`src/rtl/uart_periph.sv`:
```
// Memory-mapped 8N1 UART with TXD/RXD/CON registers, sticky status flags and a level IRQ.
// Latency: tx_out falls the cycle after a TXD write; RXRDY is visible the cycle after the stop-bit sample; irq follows flags by 1 cycle.
// Backpressure: none; a TXD write while TXBUSY=1 is dropped, and a new RX byte overwrites RXD (flagging OVR).
//
// Ports:
//   clk, reset     system clock, synchronous active-high reset
//   rd, wr         bus read / write strobes
//   addr, wdata    bus byte address and write data (wdata[7:0] used)
//   rdata          combinational read data (0 when rd=0 or address unmapped)
//   rx_in, tx_out  serial lines, both idle high
//   irq            registered level interrupt
module uart_periph #(
  parameter int unsigned CLK_PER_BIT = 10417,
  parameter logic [31:0] BASE        = 32'h40000018
) (
  input  logic        clk,
  input  logic        reset,
  input  logic        rd,
  input  logic        wr,
  input  logic [31:0] addr,
  input  logic [31:0] wdata,
  output logic [31:0] rdata,
  input  logic        rx_in,
  output logic        tx_out,
  output logic        irq
);

  localparam logic [31:0] ADDR_TXD  = BASE;
  localparam logic [31:0] ADDR_RXD  = BASE + 32'd4;
  localparam logic [31:0] ADDR_CON  = BASE + 32'd8;
  localparam logic [15:0] BAUD_LAST = 16'(CLK_PER_BIT - 1);
  localparam logic [15:0] HALF_LAST = 16'(CLK_PER_BIT / 2 - 1);

  typedef enum logic [1:0] {ST_IDLE, ST_START, ST_DATA, ST_STOP} uart_state_t;

  // Bus decode
  logic txd_wr, con_wr, con_rd;
  assign txd_wr = wr && (addr == ADDR_TXD);
  assign con_wr = wr && (addr == ADDR_CON);
  assign con_rd = rd && (addr == ADDR_CON);

  logic unused_wdata;
  assign unused_wdata = ^wdata[31:8];

  // Control / status registers
  logic       txie, rxie, tx_done, rx_rdy, ferr, ovr;
  logic [7:0] rxd;
  logic [7:0] tx_byte;

  // ---------------------------------------------------------------- TX path
  uart_state_t tx_state, tx_state_d;
  logic [15:0] tx_baud, tx_baud_d;
  logic [2:0]  tx_bit, tx_bit_d;
  logic        tx_baud_end, tx_done_set, tx_busy, tx_load;

  assign tx_baud_end = (tx_baud == BAUD_LAST);
  assign tx_busy     = (tx_state != ST_IDLE);
  assign tx_load     = txd_wr && !tx_busy;

  always_ff @(posedge clk) begin
    if (reset) begin
      tx_state <= ST_IDLE;
      tx_baud  <= '0;
      tx_bit   <= '0;
      tx_byte  <= '0;
    end else begin
      tx_state <= tx_state_d;
      tx_baud  <= tx_baud_d;
      tx_bit   <= tx_bit_d;
      if (tx_load) tx_byte <= wdata[7:0];
    end
  end

  always_comb begin
    tx_state_d  = tx_state;
    tx_baud_d   = tx_baud;
    tx_bit_d    = tx_bit;
    tx_done_set = 1'b0;
    tx_out      = 1'b1;
    case (tx_state)
      ST_IDLE: begin
        tx_baud_d = '0;
        tx_bit_d  = '0;
        if (txd_wr) tx_state_d = ST_START;
      end
      ST_START: begin
        tx_out    = 1'b0;
        tx_baud_d = tx_baud_end ? 16'd0 : tx_baud + 16'd1;
        if (tx_baud_end) tx_state_d = ST_DATA;
      end
      ST_DATA: begin
        tx_out    = tx_byte[tx_bit];
        tx_baud_d = tx_baud_end ? 16'd0 : tx_baud + 16'd1;
        if (tx_baud_end) begin
          tx_bit_d = tx_bit + 3'd1;
          if (tx_bit == 3'd7) tx_state_d = ST_STOP;
        end
      end
      ST_STOP: begin
        tx_out    = 1'b1;
        tx_baud_d = tx_baud_end ? 16'd0 : tx_baud + 16'd1;
        if (tx_baud_end) begin
          tx_state_d  = ST_IDLE;
          tx_done_set = 1'b1;
        end
      end
      default: tx_state_d = ST_IDLE;
    endcase
  end

  // ---------------------------------------------------------------- RX path
  // Two-flop synchronizer; reset to the idle-high level so reset release
  // never looks like a start bit.
  logic rx_meta, rx_sync;

  always_ff @(posedge clk) begin
    if (reset) begin
      rx_meta <= 1'b1;
      rx_sync <= 1'b1;
    end else begin
      rx_meta <= rx_in;
      rx_sync <= rx_meta;
    end
  end

  uart_state_t rx_state, rx_state_d;
  logic [15:0] rx_baud, rx_baud_d;
  logic [2:0]  rx_bit, rx_bit_d;
  logic [7:0]  rx_shift, rx_shift_d;
  logic        rx_baud_end, rx_ok, rx_ferr_set;

  assign rx_baud_end = (rx_baud == BAUD_LAST);

  always_ff @(posedge clk) begin
    if (reset) begin
      rx_state <= ST_IDLE;
      rx_baud  <= '0;
      rx_bit   <= '0;
      rx_shift <= '0;
    end else begin
      rx_state <= rx_state_d;
      rx_baud  <= rx_baud_d;
      rx_bit   <= rx_bit_d;
      rx_shift <= rx_shift_d;
    end
  end

  always_comb begin
    rx_state_d  = rx_state;
    rx_baud_d   = rx_baud;
    rx_bit_d    = rx_bit;
    rx_shift_d  = rx_shift;
    rx_ok       = 1'b0;
    rx_ferr_set = 1'b0;
    case (rx_state)
      ST_IDLE: begin
        rx_baud_d = '0;
        rx_bit_d  = '0;
        if (!rx_sync) rx_state_d = ST_START;
      end
      ST_START: begin
        // Half-bit wait puts every later sample near mid-bit; a high line here
        // means the falling edge was a glitch.
        if (rx_baud == HALF_LAST) begin
          rx_baud_d  = '0;
          rx_state_d = rx_sync ? ST_IDLE : ST_DATA;
        end else begin
          rx_baud_d = rx_baud + 16'd1;
        end
      end
      ST_DATA: begin
        rx_baud_d = rx_baud_end ? 16'd0 : rx_baud + 16'd1;
        if (rx_baud_end) begin
          rx_shift_d = {rx_sync, rx_shift[7:1]};
          rx_bit_d   = rx_bit + 3'd1;
          if (rx_bit == 3'd7) rx_state_d = ST_STOP;
        end
      end
      ST_STOP: begin
        rx_baud_d = rx_baud_end ? 16'd0 : rx_baud + 16'd1;
        if (rx_baud_end) begin
          rx_state_d  = ST_IDLE;
          rx_ok       = rx_sync;
          rx_ferr_set = !rx_sync;
        end
      end
      default: rx_state_d = ST_IDLE;
    endcase
  end

  // ------------------------------------------------------- flags and irq
  // Sticky flags: a set in the same cycle as a CON-read clear wins.
  always_ff @(posedge clk) begin
    if (reset) begin
      txie    <= 1'b0;
      rxie    <= 1'b0;
      tx_done <= 1'b0;
      rx_rdy  <= 1'b0;
      ferr    <= 1'b0;
      ovr     <= 1'b0;
      rxd     <= '0;
      irq     <= 1'b0;
    end else begin
      if (con_wr) begin
        txie <= wdata[0];
        rxie <= wdata[1];
      end
      tx_done <= tx_done_set | (tx_done & ~con_rd);
      rx_rdy  <= rx_ok | (rx_rdy & ~con_rd);
      ovr     <= (rx_ok & rx_rdy) | (ovr & ~con_rd);
      ferr    <= rx_ferr_set | (ferr & ~con_rd);
      if (rx_ok) rxd <= rx_shift;
      irq     <= (txie & tx_done) | (rxie & rx_rdy);
    end
  end

  // ----------------------------------------------------------- read mux
  always_comb begin
    rdata = '0;
    if (rd) begin
      if (addr == ADDR_TXD)      rdata = {24'b0, tx_byte};
      else if (addr == ADDR_RXD) rdata = {24'b0, rxd};
      else if (addr == ADDR_CON) rdata = {25'b0, ovr, ferr, tx_busy, rx_rdy, tx_done, rxie, txie};
    end
  end

endmodule
```
`config.mk`:
```
export PLATFORM = sky130hd
export DESIGN_NAME = uart_periph
export DESIGN_NICKNAME = d
export VERILOG_FILES = /design/src/rtl/uart_periph.sv
export SDC_FILE = /design/constraint.sdc
export NUM_CORES = 1
export LEC_CHECK = 0
export ABC_AREA = 1
export CAP_MARGIN = 20
export CORE_ASPECT_RATIO = 0.6
export CORE_MARGIN = 4
export CORE_UTILIZATION = 25
export CTS_BUF_LIST = sky130_fd_sc_hd__clkbuf_4 sky130_fd_sc_hd__clkbuf_8
export CTS_CLUSTER_SIZE = 30
export DETAILED_ROUTE_END_ITERATION = 6
export GPL_TIMING_DRIVEN = 0
export PLACE_DENSITY_LB_ADDON = 0.08
export SETUP_SLACK_MARGIN = 0.05
export SLEW_MARGIN = 0
export SYNTH_ARGS = -nofsm -noshare
export SYNTH_HDL_FRONTEND = slang
export SYNTH_SLANG_ARGS = --single-unit
```
`constraint.sdc`:
```
create_clock -name clk -period 1.9 [get_ports clk]
set_input_delay 0.475 -clock clk [delete_from_list [all_inputs] [get_ports clk]]
set_output_delay 0.475 -clock clk [all_outputs]
set_load 0.02 [all_outputs]
```
# Word level (Yosys, flattened, before mapping)

Index checks and enable logic that the tools add are counted.

Flip-flop bits (word level): 75
Input port bits: 69
Output and inout port bits: 34
Word-level logic and storage cells: 113

Add/sub/neg operators: 4
Order comparisons: 1
Equality and inequality tests: 24
Mux-type cells: 35
Bitwise gates (word level): 13
Reduce and logical (&&, ||, !) cells: 18

Operators by type and width:

| kind                                                                     | number |
|---|---|
| 32-bit by 31-bit equality test with 1-bit output (second input constant) | 3 |
| 16-bit two-way mux                                                       | 3 |
| 16-bit case mux with 3 select lines                                      | 1 |
| 16-bit by 1-bit adder with 16-bit output (second input constant)         | 2 |
| 16-bit by 14-bit equality test with 1-bit output (second input constant) | 2 |
| 16-bit case mux with 2 select lines                                      | 1 |
| 8-bit two-way mux                                                        | 3 |
| 2-bit two-way mux                                                        | 11 |
| 2-bit != test (second input constant)                                    | 10 |
| 16-bit by 13-bit equality test with 1-bit output (second input constant) | 1 |
| 2-bit case mux with 4 select lines                                       | 2 |
| 3-bit case mux with 2 select lines                                       | 2 |
| 5-bit AND reduction                                                      | 2 |
| 2-bit equality test (second input constant)                              | 4 |
| 1-bit bitwise AND                                                        | 7 |
| 1-bit two-way mux                                                        | 7 |
| 7-bit two-way mux                                                        | 1 |
| 3-bit by 1-bit adder with 3-bit output (second input constant)           | 2 |
| 3-bit equality test (second input constant)                              | 2 |
| 3-bit two-way mux                                                        | 2 |
| 2-bit AND reduction                                                      | 3 |
| 2-bit nonzero test                                                       | 3 |
| 1-bit bitwise OR                                                         | 5 |
| 2-bit by 1-bit equality test with 1-bit output (second input constant)   | 2 |
| 9 further kinds                                                          | 14 |

# Depth between registers and ports, before layout

Gate-level depths: netlist of run 1.

Depth in word-level cells: 5
Depth in mapped cells: 12
Depth with buffers taken out: 12

# Worst setup path before layout of run 1

Ideal clock, no wire load.

Kind: input to output
From: input addr[8]
To: output rdata[7]
Arrival: 1,542 ps
Data required time: 1,425 ps
Setup slack: -117 ps
Cell stages on the path: 7
Buffers on the path: 0
Cells stage by stage: inv_1 -> nand2_1 -> nor2_1 -> nand2_1 -> nor3_2 -> nand4_1 -> a21oi_1

Cells in the longest elaborated chain, start to end: 4
Elaborated cells on any way between the ends: 5
Classes of those cells: eq/ne: 2; mux: 3

RTL lines:

| element                                          | RTL line | RTL |
|---|---|---|
| start, declared                                  | 20       | `input logic [31:0] addr,` |
| 32-bit by 31-bit equality test with 1-bit output | 222      | `else if (addr == ADDR_RXD) rdata = {24'b0, rxd};` |
| 8-bit two-way mux                                | 222      |  |
| 8-bit two-way mux (*)                            | 221      | `if (addr == ADDR_TXD) rdata = {24'b0, tx_byte};` |
| 8-bit two-way mux (*)                            | 220      | `if (rd) begin` |
| end, declared                                    | 22       | `output logic [31:0] rdata,` |

Every way passes the cells marked *; elsewhere a longest branch is shown, timed or not.

# Worst setup path after layout of run 1

From: input addr[15]
To: output rdata[7]

Same word-level chain as after synthesis.

==> metrics.md, run 1 <==
| Metric | Value |
|---|---|
| Buffer depth of the longest clock path | 2 |
| Status | finished, violations left |
| Total grt overflow | 0 |
| Total Power | 3270 uW |
| Fin Setup TNS | -2.18 ns |
| Setup violations, final | 9 |
| MaxCap Viol Count | 0 |
| Synth warn | 0 |
| Seq/Total Area, Yosys | 35.9% |
| Max-slew violations | 0 |
| Final wirelength | 11.4 mm |
| First-pass GRT wire length | 18.2 mm |
| Total track usage | 11.9% |
| CTS Sinks | 75 |
| Clk_lat worst skew | 0.35 ns |
| Area of the core | 16,300 um2 |
| Tcrit/Tclk final | 116% |
| Mapped Area | 4180 um2 |
| Num CTS Buffers | 9 |
| CP endpoint kind | primary output |
| Hold Path Depth | 1 |
| Max FO, Critical Path | 5 |
| # diodes | 0 |
| Synth Area in XOR/XNOR | 2.72% |
| Synth area leader | dfxtp_1 |
| Synth Area in Compound Gates | 9.55% |
| Die Height | 108 um |
| CTS tree | built |
| Largest family of logic cells by synthesized area | simple AND/OR/NAND/NOR gates |
| Pwr dens | 584 nW/um2 |
| Die area | 18,900 um2 |
| LEAKAGE | 0.00253 uW |
| Vias in the first global route | 3,657 |
| DR DRC count | 0 |
| Most common cell after layout, fill and taps aside | nor2_1 |
| Peak supply drop | 0.000328 V |
| Syn avg cell area | 6.67 um2 |
| Buffers added on ports | 54 |
| Finished Core Util | 34.3% |
| Syn Inst Count | 627 |
| Drt wl/cell | 11.8 um |
| CP Data Required Time | 1.42 ns |
| Fmax | 0.454 GHz |
| DRT iter0 DRCs | 228 |
| H-tree depth | 3 |
| Area growth, synth to finish | 33.9% |
| Starting Density | 25.6% |
| Cell variety after synth | 34 |
| Clock transition at path regs | 0.07 ns |
| Post-synthesis adder-cell area fraction | 3.59% |
| Synth Area in Simple Gates | 33.8% |
| Worst reg2reg path depth | 12 |
| DRT Pass-1 Iters | 5 |
| Area share of the largest cell type after synthesis | 35.9% |
| Fin nets | 812 |
| Chip width | 175 um |
| Initial antenna violation count | 0 |
| DR vias | 4,004 |
| Pin count of the biggest net entering global routing | 12 |
| Clock skew | 0.00600 ns |
| Slew headroom | 63.5% |
| Critical path class | in -> out |
| Area contributors post-synth | dfxtp_1 (36%), nor2_1 (11%), nand2_1 (10%), inv_1 (8.2%), buf_4 (4.9%) |
| Hold Worst Slack | 0.413 ns |
| Mux contribution to synthesized area | 0% |
| Hold crit path type | reg -> reg |
| Violated checks | setup timing |
| RSZ-0062 raised after global routing | yes |
| Arrival time worst endpoint | 1.73 ns |
| Hold_buf cts | 0 |
| # IOs | 103 |
| FP Rows | 36 |
| ANT nets after route | 0 |
| Placed cell count | 932 |
| Worst Setup Start Kind | input pin |
| Final hold viol count | 0 |
| Via density | 4.15 |
| Hpwl dp | 8.79 mm |
| Gp weighted congestion | 0.848 |
| Root Driver | clkbuf_8 |
| Layout Cells excl Fill | 964 |
| Share of cells above drive strength 1 | 24.9% |
| Final WS setup | -0.302 ns |
| FF+latch count, synth | 75 |
| Worst Tran Pin Value | 0.548 ns |
| Most frequent cells in the layout | nor2_1 (117), nand2_1 (99), dfxtp_1 (73) |
| Fin crit period | 2.20 ns |
through the flow:
stage                     area (um2)  worst slack [ns]
after floorplan                 4310            0.0344
after global placement          5130             -1.15
after detailed placement        5130             -1.13
after CTS                       5380            -0.323
after global routing            5600            -0.381
final                           5600            -0.302
layer usage:
metal  GRT usage, %  vias up  part of all wire [%]
li1               -     2140                     -
met1           18.4     1785                    55
met2           16.0       68                    39
met3           3.00       11                   5.1
met4           2.97        0                  0.93
met5              0        -                     0
critical path: stages:
cell and delay [ns]:
buf_6 0.09, inv_2 0.04, nand2_2 0.04, nor2_2 0.11, nand2_2 0.11, buf_6 0.14, nor2_4 0.18, nand2_8 0.12
clkinv_8 0.09, nand2_4 0.05, a21oi_4 0.14, buf_6 0.13
final timing paths:
path	from	to	slack (ns)
setup / recovery	addr[15]	rdata[7]	-0.30
hold / removal	rx_meta	rx_sync	0.41
setup reg to reg	rx_baud[0]	rx_baud[14]	0.21
hold reg to reg	rx_meta	rx_sync	0.41
layout make-up:
cell class / instances / area [um2]
Inverter: 94 / 380
Fill cell: 1792 / 10700
Tap cell: 228 / 285
Clock inverter: 2 / 10.0
Timing Repair inverter: 1 / 11.3
Sequential cell: 75 / 1510
Timing Repair Buffer: 68 / 573
Multi-Input combinational cell: 449 / 2410
Buffer: 33 / 245
Clock buffer: 14 / 174
where the power goes:
part	total, uW	leakage [uW]	switching [uW]	internal (uW)
Sequential	1600	0.000606	17.6	1590
Clock	1180	0.000101	593	588
Combinational	487	0.00183	288	199
repair_timing:
item,4_1_cts,5_1_grt
endpoints found under the setup margin,9,21
buffers inserted,10,3
hold endpoints to repair,0,0
cloned,2,1
pin swaps,30,25
gates resized for setup,162,69
registers in the layout, indices dropped and copies added (netlist names), 2 cells and up, named ones only:
name      count
rx_shift      8
tx_byte       8
rxd           8
tx_baud      16
tx_bit        3
tx_state      2
rx_baud      16
rx_bit        3
cells in the mapped netlist, drive strengths merged:
library cell / number
o211ai: 4
nand2: 118
or2: 4
ha: 12
xnor2: 4
nand4: 13
o22ai: 1
dfxtp: 75
nor2: 128
o21ai: 32
a31oi: 2
conb: 1
inv: 94
buf: 30
a21oi: 38
xor2: 9
clkbuf: 3
or3: 1
nor3b: 2
nor4: 1
nand3: 38
nor3: 17
cells by family after synthesis:
family | count (synthesis)
compound gates | 77
flops | 75
fa+ha+maj | 12
xor+xnor | 13
buf+inv | 127
simple gates | 322
other cells | 1
Power figures use the tool's default switching activity.
==> run 2, diff against run 1 <==
--- a/config.mk
+++ b/config.mk
@@ -10,3 +10,3 @@
 export CORE_ASPECT_RATIO = 0.6
-export CORE_MARGIN = 4
+export CORE_MARGIN = 10
 export CORE_UTILIZATION = 25
==> constraint.sdc (replaced) <==
create_clock -name clk -period 1.9 [get_ports clk]
set_input_delay 0.19 -clock clk [delete_from_list [all_inputs] [get_ports clk]]
set_output_delay 0.19 -clock clk [all_outputs]
set_load 0.02 [all_outputs]
==> run 2 against run 1 <==
Compared with the run above:
- the flow now finishes without violations
- combinational power decreased by 3%
- clock power increased by 8%
- core utilization decreased by 0.10 points
- wire length increased by 4.4%
- via count increased by 1.1%
- register-to-register slack improved by 0.02 ns
- critical path depth unchanged
- cell count decreased by 0.52%
- worst hold slack got worse by 0.023 ns
- die area increased by 19%
==> metrics.md, run 2 (synthesized netlist as in run 1, its figures left out) <==
| Metric | Value |
|---|---|
| Fin crit period | 1.75 ns |
| Final WS setup | 0.148 ns |
| Critical path class | in -> out |
| Initial antenna violation count | 0 |
| Hold crit path type | in -> reg |
| LEAKAGE | 0.00251 uW |
| Final hold viol count | 0 |
| Setup violations, final | 0 |
| Chip width | 187 um |
| Fin Setup TNS | 0 ns |
| Arrival time worst endpoint | 1.56 ns |
| RR Startpoint | rx_baud[0] |
| Slew headroom | 65.8% |
| Clock skew | 0.0115 ns |
| Buffers added on ports | 54 |
| Top flop regs | rx_baud x16, tx_baud x16 |
| HP Start | rx_in |
| Final wirelength | 11.9 mm |
| FP Rows | 36 |
| Area of the core | 16,300 um2 |
| DRT iter0 DRCs | 294 |
| Worst Setup Start Kind | input pin |
| Die area | 22,500 um2 |
| CTS tree | built |
| MaxCap Viol Count | 0 |
| CP Data Required Time | 1.71 ns |
| Share of cells above drive strength 1 | 16.3% |
| Pwr dens | 603 nW/um2 |
| First-pass GRT wire length | 19.3 mm |
| # diodes | 0 |
| Hpwl dp | 9.33 mm |
| Final Cell Area | 5580 um2 |
| Buffer depth of the longest clock path | 2 |
| Fin nets | 807 |
| DRT Pass-1 Iters | 4 |
| # IOs | 103 |
| Hold Path Depth | 2 |
| Most common cell after layout, fill and taps aside | nor2_1 |
| Num CTS Buffers | 9 |
| Drt wl/cell | 12.4 um |
| H-tree depth | 3 |
| Clock transition at path regs | 0.09 ns |
| Hold Worst Slack | 0.390 ns |
| Pin count of the biggest net entering global routing | 14 |
| DR vias | 4,048 |
| RR Endpoint | rx_baud[15] |
| Filler Cell Count | 1,821 |
| RSZ-0062 raised after global routing | yes |
| Area growth, synth to finish | 33.5% |
| Max FO, Critical Path | 5 |
| R2R setup slack | 0.23 ns |
| Fmax | 0.571 GHz |
| Max-slew violations | 0 |
| DR DRC count | 0 |
| Peak supply drop | 0.000371 V |
| Worst reg2reg path depth | 12 |
| Vias in the first global route | 3,834 |
| Most frequent cells in the layout | nor2_1 (120), nand2_1 (107), inv_1 (88) |
| Starting Density | 25.6% |
| Tcrit/Tclk final | 92.2% |
| Total Power | 3360 uW |
| Total grt overflow | 0 |
| Worst Tran Pin Value | 0.513 ns |
| Worst Hold Path EP | rx_meta |
| Place WS | -0.698 ns |
| Die Height | 120 um |
| Placed Area | 5090 um2 |
| CP endpoint kind | primary output |
| Gp weighted congestion | 0.860 |
| ANT nets after route | 0 |
| Clk_lat worst skew | 0.35 ns |
| Root Driver | clkbuf_8 |
| Via density | 4.22 |
| CTS Sinks | 75 |
| Status | completed |
| Total track usage | 10.4% |
==> run 2: what timing repair did <==
action | CTS | global route
endpoints found under the setup margin | 9 | 27
hold buffers | 0 | 0
buffers inserted | 8 | 1
pin swaps | 23 | 26
gates resized for setup | 112 | 40
gates cloned | 1 | 1
==> run 2: worst max path at each step <==
stage | start | endpoint | slack (ns)
CTS | addr[7] | rdata[4] | 0.05
floorplan | tx_state[0] | tx_state[1] | 0.37
finish | addr[2] | rdata[3] | 0.15
global route | addr[6] | rdata[3] | 0.03
global placement | addr[16] | rdata[6] | -0.73
detailed placement | addr[30] | rdata[3] | -0.70
==> run 2: area by class of cell <==
class / count / area, um2 / area share, %
Buffer: 33 / 253 / 4.53
Clock buffer: 11 / 139 / 2.49
Timing Repair Buffer: 63 / 609 / 10.9
Tap cell: 228 / 285 / 5.11
Clock inverter: 5 / 63.8 / 1.14
Multi-Input combinational cell: 449 / 2350 / 42.1
Inverter: 94 / 363 / 6.50
Timing Repair inverter: 1 / 8.76 / 0.157
Sequential cell: 75 / 1510 / 27.0
==> run 2: critical path, stage by stage <==
cell	delay, ns
dlygate4sd2_1	0.26
inv_1	0.06
nand2_1	0.04
nor2_1	0.12
nand2_1	0.11
nor2_4	0.24
nand2_8	0.11
inv_6	0.09
a21oi_1	0.08
nand2_1	0.08
inv_1	0.05
buf_6	0.12
==> run 2: stage by stage <==
stage               utilization (%)  cells
global route                   34.2    959
CTS                            33.5    957
global placement               31.2    932
floorplan                         -    650
finish                         34.2    959
detailed placement             31.2    932
==> run 2: power by group <==
group          total (uW)  internal (uW)  switching [uW]
sequential           1600           1590            16.4
clock                1280            644             640
combinational         473            194             279
total                3360           2430             935
==> run 2: per-layer routing <==
metal	routed length, um	up-vias	track usage (%)
li1	-	2129	-
met1	6440	1835	15.2
met2	4880	76	14.9
met3	531	8	2.78
met4	69	0	2.06
met5	0	-	0
==> run 3, diff against run 2 <==
--- a/constraint.sdc
+++ b/constraint.sdc
@@ -3,2 +3,2 @@
 set_output_delay 0.19 -clock clk [all_outputs]
-set_load 0.02 [all_outputs]
+set_load 0.1 [all_outputs]
==> run 3 against run 2 <==
Compared with the run above:
- wire length rose by 1.0%
- die area did not move
- cell area up 2.4%
- clock-buffer cell count rose by 3
- setup slack got worse by 0.030 ns
- critical path depth fell by 2
- critical path type unchanged
- critical endpoint is now rdata[7]
==> metrics.md, run 3 (synthesized netlist as in run 1, its figures left out) <==
| Metric | Value |
|---|---|
| Status | completed |
| Placed cell count | 932 |
| Area of the core | 16,300 um2 |
| Layout Cells excl Fill | 963 |
| Worst Tran Pin Value | 0.972 ns |
| FP Rows | 36 |
| Tcrit/Tclk final | 93.8% |
| CP dominant cell by count | buf_12 |
| Max FO, Critical Path | 8 |
| DRT iter0 DRCs | 279 |
| Vias in the first global route | 3,794 |
| Cell Chain, Critical Path | clkdlybuf4s15_1 > inv_1 > nand2_1 > nor2_2 > nand2_4 > nor3_4 > buf_12 > nand4_1 > a21oi_4 > buf_12 |
| Fmax | 0.561 GHz |
| H-tree depth | 3 |
| Hold crit path type | in -> reg |
| Die Height | 120 um |
| Max incr delay on CP | 0.20 ns |
| Fin nets | 811 |
| CTS tree | built |
| Filler Cell Count | 1,745 |
| Area growth, synth to finish | 36.7% |
| Fin Setup TNS | 0 ns |
| Hold_buf cts | 0 |
| DR vias | 4,032 |
| Fin crit period | 1.78 ns |
| Peak supply drop | 0.000536 V |
| Pwr dens | 635 nW/um2 |
| RSZ-0062 raised after global routing | yes |
| # IOs | 103 |
| Gp weighted congestion | 0.847 |
| Buffer depth of the longest clock path | 2 |
| Arrival time worst endpoint | 1.59 ns |
| Clock transition at path regs | 0.08 ns |
| Place WS | -1.32 ns |
| Final WS setup | 0.119 ns |
| # diodes | 0 |
| Hold Worst Slack | 0.402 ns |
| Share of cells above drive strength 1 | 21.6% |
| Via density | 4.19 |
| Setup violations, final | 0 |
| Most frequent cells in the layout | nor2_1 (120), nand2_1 (102), inv_1 (82) |
| ANT nets after route | 0 |
| Clk_lat worst skew | 0.35 ns |
| Drt wl/cell | 12.5 um |
| Starting Density | 25.6% |
| Pin count of the biggest net entering global routing | 12 |
| RR Startpoint | rx_baud[0] |
| Final Cell Area | 5710 um2 |
| Critical path class | in -> out |
| CP max-delay cell | nor3_4 |
| Final hold viol count | 0 |
| Max-slew violations | 0 |
| MaxCap Viol Count | 0 |
| First-pass GRT wire length | 19.4 mm |
| CP Data Required Time | 1.71 ns |
| Crit path launch | addr[11] |
| Total grt overflow | 0 |
| Placed Area | 5130 um2 |
| Initial antenna violation count | 0 |
| Worst Setup Start Kind | input pin |
| Root Driver | clkbuf_8 |
| LEAKAGE | 0.00254 uW |
| DRT Pass-1 Iters | 6 |
| Die area | 22,500 um2 |
| Chip width | 187 um |
| CTS Sinks | 75 |
| Top flop regs | rx_baud x16, tx_baud x16 |
| Final wirelength | 12.0 mm |
| Hpwl dp | 9.33 mm |
| Num CTS Buffers | 9 |
| CP endpoint kind | primary output |
| Most common cell after layout, fill and taps aside | nor2_1 |
| Buffers added on ports | 54 |
| Clock skew | 0.00943 ns |
| DR DRC count | 0 |
| HP Start | rx_in |
| Total track usage | 10.6% |
| Slew headroom | 35.5% |
==> run 3: changes by cell type in the layout (fill, tap and decap cells not counted), sizes merged, moves of 3 or more <==
| cell | previous run | this run |
|---|---|---|
| dlygate4sd2 | 21 | 1 |
| clkbuf | 14 | 33 |
| clkdlybuf4s15 | 8 | 15 |
| buf | 48 | 53 |
| clkinvlp | 1 | 6 |
| inv | 94 | 89 |
| clkinv | 4 | 1 |
| dlymetal6s2s | 3 | 0 |
==> run 3: critical path: cells and delay by family <==
kind | cells | cell delay, ns
buffers and inverters | 4 | 0.54
AOI/OAI and AO/OA | 1 | 0.20
and+or+nand+nor | 5 | 0.65
==> run 3: path summary, 6_finish.rpt <==
| path | end | slack [ns] | cells past startpoint |
|---|---|---|---|
| max | rdata[7] | 0.12 | 10 |
| min | rx_meta | 0.40 | 2 |
| max reg2reg | rx_baud[12] | 0.18 | 12 |
| min reg2reg | rx_baud[0] | 0.46 | 1 |
==> run 3: timing repair <==
item / 4_1_cts / 5_1_grt
gates cloned: 3 / 0
pin swaps: 32 / 32
buffers inserted: 10 / 2
setup endpoints to repair: 10 / 34
resized for setup: 154 / 75
==> run 3: cell type report <==
cell class              instances  area, um2  area share (%)
plain buffers                  33        249            4.36
well taps                     228        285            4.99
clock inverters                 2       35.0           0.613
repair buffers                 67        687            12.0
clock buffers                  14        168            2.93
inverters                      94        385            6.75
multi-input cells             449       2380            41.7
repair inverters                1       11.3           0.197
flip-flops and latches         75       1510            26.4
==> run 3: metrics by stage <==
stage,power (uW),utilization [%]
after CTS,3650,34.5
after floorplan,2160,-
after detailed placement,2340,31.5
after global placement,2330,31.5
final,3630,35.0
after global routing,3830,35.0
==> run 3: where the power goes <==
part | switching [uW] | leakage (uW) | internal (uW) | total, uW
Clock | 596 | 0.000108 | 702 | 1300
Combinational | 497 | 0.00182 | 225 | 722
Sequential | 16.5 | 0.000607 | 1590 | 1610
==> run 3: routing by layer <==
layer,routed length [um],GRT usage (%)
met5,0,0
met1,6530,15.3
met4,90,2.26
met3,533,3.07
met2,4890,15.0
